File: src/rtl/pow_cmp_pkg.sv
// Shared definitions for the proof-of-work target comparator:
// FSM state encodings and bit positions of the one-hot result vector.
package pow_cmp_pkg;

  typedef enum logic [1:0] {
    ST_IDLE = 2'd0,
    ST_SCAN = 2'd1,
    ST_DONE = 2'd2
  } state_t;

  // Positions inside the registered {gt, eq, lt} result vector
  localparam int RES_LT = 0;
  localparam int RES_EQ = 1;
  localparam int RES_GT = 2;

endpackage : pow_cmp_pkg

File: src/rtl/digit_cmp.sv
// Combinational unsigned compare of two DIGIT-bit values.
// Exactly one of eq/gt/lt is high for any input pair.
module digit_cmp #(
  parameter int DIGIT = 1
) (
  input  logic [DIGIT-1:0] a,
  input  logic [DIGIT-1:0] b,
  output logic             eq,
  output logic             gt,
  output logic             lt
);

  // Plain magnitude compare; synthesis maps this onto a small comparator
  always_comb begin
    eq = (a == b);
    gt = (a > b);
    lt = (a < b);
  end

endmodule : digit_cmp

File: src/rtl/pow_target_check.sv
// Proof-of-work decision stage. Walks hash and target MSB-first one
// digit per clock and stops at the first differing digit, reporting
// hash < target (meets), equal or greater as a one-hot result.
module pow_target_check
  import pow_cmp_pkg::*;
#(
  parameter int WIDTH = 32,
  parameter int DIGIT = 1
) (
  input  logic             clk,
  input  logic             rst_n,
  input  logic             in_valid,
  output logic             in_ready,
  input  logic [WIDTH-1:0] hash,
  input  logic [WIDTH-1:0] target,
  output logic             out_valid,
  input  logic             out_ready,
  output logic             meets,
  output logic             equal,
  output logic             greater,
  output logic             busy
);

  localparam int N  = WIDTH / DIGIT;
  localparam int CW = (N > 1) ? $clog2(N) : 1;

  state_t           state_reg, state_next;
  logic [WIDTH-1:0] hsr_reg, hsr_next;
  logic [WIDTH-1:0] tsr_reg, tsr_next;
  logic [CW-1:0]    cnt_reg, cnt_next;
  logic [2:0]       res_reg, res_next;

  logic d_eq, d_gt, d_lt;

  // The digit under test is always the top DIGIT bits; the operands
  // shift left instead of the compare point moving down the word.
  digit_cmp #(.DIGIT(DIGIT)) u_digit_cmp (
    .a  (hsr_reg[WIDTH-1 -: DIGIT]),
    .b  (tsr_reg[WIDTH-1 -: DIGIT]),
    .eq (d_eq),
    .gt (d_gt),
    .lt (d_lt)
  );

  // State, operand shift registers, digit counter and result bits
  always_ff @(posedge clk or negedge rst_n) begin
    if (!rst_n) begin
      state_reg <= ST_IDLE;
      hsr_reg   <= '0;
      tsr_reg   <= '0;
      cnt_reg   <= '0;
      res_reg   <= '0;
    end else begin
      state_reg <= state_next;
      hsr_reg   <= hsr_next;
      tsr_reg   <= tsr_next;
      cnt_reg   <= cnt_next;
      res_reg   <= res_next;
    end
  end

  // Next-state logic: accept in IDLE, early-exit scan, hold until taken
  always_comb begin
    state_next = state_reg;
    hsr_next   = hsr_reg;
    tsr_next   = tsr_reg;
    cnt_next   = cnt_reg;
    res_next   = res_reg;
    case (state_reg)
      ST_IDLE: begin
        if (in_valid) begin
          hsr_next   = hash;
          tsr_next   = target;
          cnt_next   = CW'(N - 1);
          state_next = ST_SCAN;
        end
      end
      ST_SCAN: begin
        if (!d_eq) begin
          // First differing digit alone decides the unsigned order
          res_next         = '0;
          res_next[RES_LT] = d_lt;
          res_next[RES_GT] = d_gt;
          state_next       = ST_DONE;
        end else if (cnt_reg == '0) begin
          res_next         = '0;
          res_next[RES_EQ] = 1'b1;
          state_next       = ST_DONE;
        end else begin
          hsr_next = hsr_reg << DIGIT;
          tsr_next = tsr_reg << DIGIT;
          cnt_next = cnt_reg - CW'(1);
        end
      end
      ST_DONE: begin
        if (out_ready) begin
          res_next   = '0;
          state_next = ST_IDLE;
        end
      end
      default: begin
        res_next   = '0;
        state_next = ST_IDLE;
      end
    endcase
  end

  // Handshake and status outputs decode straight from the state register
  always_comb begin
    in_ready  = (state_reg == ST_IDLE);
    out_valid = (state_reg == ST_DONE);
    busy      = (state_reg == ST_SCAN) || (state_reg == ST_DONE);
    meets     = res_reg[RES_LT];
    equal     = res_reg[RES_EQ];
    greater   = res_reg[RES_GT];
  end

endmodule : pow_target_check

File: config.mk
export PLATFORM = sky130hd
export DESIGN_NAME = pow_target_check
export DESIGN_NICKNAME = d
export VERILOG_FILES = /design/src/rtl/pow_cmp_pkg.sv /design/src/rtl/digit_cmp.sv /design/src/rtl/pow_target_check.sv
export SDC_FILE = /design/constraint.sdc
export NUM_CORES = 1
export LEC_CHECK = 0
export ABC_AREA = 0
export CAP_MARGIN = 25
export CORE_MARGIN = 3
export CORE_UTILIZATION = 57
export DETAILED_ROUTE_END_ITERATION = 8
export GPL_TIMING_DRIVEN = 0
export PLACE_DENSITY = 0.83
export SETUP_SLACK_MARGIN = 0.02
export SLEW_MARGIN = 15
export SYNTH_ARGS = -nofsm -noshare
export SYNTH_HDL_FRONTEND = slang
export SYNTH_SLANG_ARGS = --single-unit
File: constraint.sdc
create_clock -name clk -period 3.6 [get_ports clk]
set_clock_uncertainty 0.05 [all_clocks]
set_input_delay 1.08 -clock clk [delete_from_list [all_inputs] [get_ports clk]]
set_output_delay 1.08 -clock clk [all_outputs]
set_load 0.05 [all_outputs]
Word-level counts from Yosys, hierarchy flattened

Index checks and enable logic that the tools add are counted.

Register bits after elaboration: 74
Bits in latches: 0
RAM bits: 0
Bits in read-only memories: 0
Bits of input ports: 68
Logic and storage cells: 45
Memories kept: 0

$add $sub $neg: 1
Multiply operators: 0
Divide/modulo/power cells: 0
Magnitude comparators: 2
Equality and inequality tests: 8
Shift operators: 0
Multiplexer cells: 21
Bitwise logic cells: 1
Reductions and logical operators: 7

Operators with widths:

| cell                                                   | count |
|---|---|
| two-way mux 32 bit                                     | 6 |
| case mux 32 bit (2 select lines)                       | 2 |
| two-way mux 5 bit                                      | 3 |
| case mux 5 bit (2 select lines)                        | 1 |
| two-way mux 3 bit                                      | 3 |
| case mux 3 bit (3 select lines)                        | 1 |
| two-way mux 2 bit                                      | 4 |
| inequality test 2 bit (second input constant)          | 3 |
| case mux 2 bit (3 select lines)                        | 1 |
| AND reduction 3 bit                                    | 2 |
| logical NOT 5 bit                                      | 1 |
| subtractor 5 x 1 -> 5 bit (second input constant)      | 1 |
| AND reduction 4 bit                                    | 1 |
| inequality test 3 bit (second input constant)          | 1 |
| equality test 2 x 1 -> 1 bit (second input constant)   | 1 |
| equality test 2 bit (second input constant)            | 1 |
| logical NOT 2 bit                                      | 1 |
| inequality test 2 x 1 -> 1 bit (second input constant) | 1 |
| nonzero test 2 bit                                     | 1 |
| equality test 1 bit                                    | 1 |
| > comparator 1 bit                                     | 1 |
| logical OR 1 bit                                       | 1 |
| < comparator 1 bit                                     | 1 |
| NOT 1 bit                                              | 1 |

Longest topological paths before layout

Word-level depth: 4
Mapped depth: 9

Modules after synthesis

From an unflattened synthesis, not the netlist that was laid out.

Cell total of the unflattened synthesis: 344
Area, all modules: 3,646.0 um2

By module, submodules not included:

| module           | times used | cells each | area an instance (um2) |
|---|---|---|---|
| pow_target_check | 1          | 340        | 3,613.5 |
| digit_cmp        | 1          | 4          | 32.5 |

Worst setup path after synthesis

Ideal clock, no wire load.

Kind: reg2reg
Start: register state_reg[0]
End: register hsr_reg[10]
Data arrival time: 2.326 ns
Setup slack: 1.098 ns
Stages on the path, launching flop included: 10
Path through: dfrtp_1 -> inv_1 -> ha_1 -> clkbuf_1 -> nand2b_1 -> clkbuf_1 -> a32o_1 -> buf_6 -> buf_6 -> mux2_4

Cells in the longest elaborated chain, start to end: 3
Elaborated cells on any way between the ends: 8
Classes of those cells: 4 x eq/ne; 1 x mux; 3 x reduce/logical

Ends and longest elaborated chain:

| element                                                               | line                   | source |
|---|---|---|
| start, declared                                                       | pow_target_check.sv:27 | `state_t state_reg, state_next;` |
| start signal, assigned                                                | pow_target_check.sv:54 | `state_reg <= state_next;` |
| logical NOT 2 bit *                                                   | -                      |  |
| named net in_ready                                                    | pow_target_check.sv:13 | `output logic in_ready,` |
| inequality test 2 bit (no line) or nonzero test 2 bit (tied branches) | -                      |  |
| AND reduction 4 bit (no line)                                         | -                      |  |
| end signal, assigned                                                  | pow_target_check.sv:55 | `hsr_reg <= hsr_next;` |
| end, declared                                                         | pow_target_check.sv:28 | `logic [WIDTH-1:0] hsr_reg, hsr_next;` |

The timed path passes the listed nets; every way through them passes the cells marked *.
A chain may end at the register's enable or synchronous reset.

Worst setup path in the final report

Start: register state_reg[0]
End: output out_valid

Cells in the longest elaborated chain, start to end: 1

Ends and longest elaborated chain:

| element             | line                    | source |
|---|---|---|
| equality test 2 bit | pow_target_check.sv:111 | `out_valid = (state_reg == ST_DONE);` |
| end, declared       | pow_target_check.sv:16  | `output logic out_valid,` |

Every way passes these cells.

==> flow_metrics.py <==
metrics = {
    "logic_synthesis": {
        "synth_cell_types": 34,
        "synth_top_area_share_pct": 46.0,
        "synth-seq-cells": 74,
        "avgSynthCellArea_um2": 14.5,
        "yosys.cell_count.top_type": "dfrtp_1",
        "synth_cells": 277,
        "async_reset_ff_share_pct": 100,
        "yosysWarnings": 0,
        "synthFlopType": "dfrtp_1",
        "synth_area_mm2": 0.00402,
        "synth_commonest_cells": "74 x dfrtp_1, 64 x mux2_2, 57 x mux2_4, 11 x inv_1, 9 x clkbuf_1",
        "synth_edf_count": 0,
        "ys_top_cells_by_area": "dfrtp_1 46%, mux2_4 21%, mux2_2 18%, buf_6 2.0%, ha_1 1.9%",
        "yosys.area.top_type": "dfrtp_1",
        "synth-seq-area-share_pct": 46.0,
        "synth_nets": 351,
    },
    "layout": {
        "final_cell_count_no_fill": 460,
        "nets": 436,
        "fill_cells": 426,
        "area_growth_syn_to_layout_pct": 27.1,
        "drive_above_1_share_pct": 40.6,
        "num_antenna_cells": 0,
    },
    "worst_setup_path": {
        "path_max_fanout": 3,
        "cp-end-kind": "primary output",
        "reg2reg_depth": 8,
        "cp.arrival_ps": 1860,
        "crit_type": "flip-flop to primary output",
        "start_kind": "flip-flop",
        "required_ps": 2470,
    },
    "timing": {
        "relSlewSlack_pct": 58.4,
        "hold_viol_final": 0,
        "period_needed_ps": 2990,
        "drv_slew": 0,
        "tightestPinTransition_ps": 616,
        "rsz0062_at_grt": "false",
        "setup_tns_ps": 0,
        "timing.final.crit_share_pct": 83.1,
        "setup_viol": 0,
        "max_freq_ghz": 0.334,
    },
    "clock_tree": {
        "cts_setup_buffers": 0,
        "insertion_delay_ps": 350,
        "cts_htree_levels": 3,
        "cts_tree": "yes",
        "cts_buffers": 9,
        "clk_pin_slew_ps": 70,
        "ctsHoldBuffers": 0,
        "cts.sinks": 74,
        "cts_root_buffer": "clkbuf_8",
        "ctsResizeCount": 0,
        "clockBufferDepth": 2,
    },
    "power": {
        "peakVddDrop_mv": 0.484,
        "p_per_area_mw_per_mm2": 925,
        "power_mw": 4.73,
        "p_leak_nw": 2.22,
    },
    "place": {
        "dp_hpwl_um": 5380,
        "place_inst": 444,
        "gp_congestion": 0.802,
        "portBuffers": 73,
    },
    "detailed_routing": {
        "firstDrtPassIters": 4,
        "drt-total-wl_um": 7540,
        "first_iter_violations": 96,
        "avgViaCountPerCell": 5.35,
        "num_vias": 2462,
        "ant_nets": 0,
        "drc": 0,
        "routedWlPerCell_um": 16.4,
    },
    "die": {
        "die-area_mm2": 0.00810,
        "die_y_um": 90.0,
        "core-area_mm2": 0.00660,
        "start_util_pct": 60.9,
        "rows": 29,
        "fp.dieW_um": 90.0,
        "io_pins": 74,
    },
    "global_routing": {
        "grt_max_degree": 45,
        "grt_overflow_total": 0,
        "grt_pass1_wl_um": 13100,
        "antenna_found_initial": 0,
        "first_global_vias": 2632,
        "grt_use_total_pct": 19.7,
    },
    "status": {
        "outcome": "finished, final reports clean",
    },
    "worst_hold_path": {
        "whs_path_depth": 1,
        "hp-class": "flip-flop to flip-flop",
    },
    "job": {
        "drv_cap": 0,
    },
}
[cell families after synthesis]
| group | synth area share [%] |
|---|---|
| AO/OA/AOI/OAI | 4.42 |
| adder cells (fa/ha/maj) | 1.87 |
| AND/OR/NAND/NOR | 2.61 |
| multiplexers | 40.9 |
| flip-flops | 46.0 |
| buffers and inverters | 4.17 |
[worst max-delay path, cell delays in order, from the launching register on]
cell and delay (ps):
dfrtp_1 380, inv_1 100, ha_1 210, clkdlybuf4s50_1 830
[worst paths after layout]
| check | startpoint | to | slack (ps) |
|---|---|---|---|
| worst max-delay path | state_reg[0]$_DFFE_PN0P_ | out_valid | 610 |
| min in group asynchronous | rst_n | tsr_reg[19]$_DFFE_PN0P_ | 620 |
| worst max register to register | state_reg[1]$_DFFE_PN0P_ | cnt_reg[3]$_DFFE_PN0P_ | 1030 |
| max in group asynchronous | rst_n | hsr_reg[18]$_DFFE_PN0P_ | 2320 |
| worst min register to register | tsr_reg[28]$_DFFE_PN0P_ | tsr_reg[28]$_DFFE_PN0P_ | 450 |
| worst min-delay path | tsr_reg[28]$_DFFE_PN0P_ | tsr_reg[28]$_DFFE_PN0P_ | 450 |
[power breakdown]
| part | switching, mW | internal, mW |
|---|---|---|
| clock network | 0.301 | 0.407 |
| registers | 0.233 | 1.26 |
| logic | 0.990 | 1.54 |
[stage by stage]
stage | instance area (um^2) | setup WS, ps | hold slack [ps] | util, %
3_5_place_dp | 4900 | 460 | 437 | 74.1
2_1_floorplan | 4020 | 1100 | 425 | -
5_1_grt | 5110 | 490 | 473 | 77.5
4_1_cts | 5110 | 590 | 461 | 77.5
6_report | 5110 | 608 | 455 | 77.5
3_3_place_gp | 4870 | -1220 | 438 | 73.8
[cell type report]
cell class              count  area, um^2  area share [%]
multi-input cells         173        2000            39.2
clock buffers              11         141            2.76
clock inverters             5        77.6            1.52
inverters                  11        41.3           0.807
flip-flops and latches     74        1850            36.2
well taps                  93         116            2.27
repair buffers             74         756            14.8
plain buffers              19         126            2.47
[cells in the final DEF (no fill, tap or decap), types with 2 or more instances in the layout]
| cell type | count |
|---|---|
| mux2i_1 | 7 |
| dfrtp_1 | 74 |
| ha_1 | 6 |
| buf_2 | 2 |
| clkbuf_8 | 10 |
| a311o_1 | 2 |
| nand2b_1 | 2 |
| mux2_2 | 64 |
| a22o_1 | 4 |
| mux2_4 | 57 |
| o211ai_1 | 2 |
| nand4_1 | 4 |
| clkinv_2 | 2 |
| a21oi_1 | 3 |
| inv_1 | 11 |
| clkdlybuf4s50_1 | 72 |
| nand2_1 | 4 |
| buf_6 | 7 |
| o211a_1 | 2 |
| clkbuf_1 | 10 |
| bufinv_16 | 2 |
[metal layers]
layer | wire (um) | track usage, % | vias to the layer above
met3 | 360 | 5.59 | 6
met5 | 0 | 0 | -
met4 | 59 | 4.59 | 0
li1 | - | - | 1172
met1 | 3380 | 26.8 | 1232
met2 | 3740 | 31.5 | 52
No activity file was read; power rests on OpenSTA's default activity.
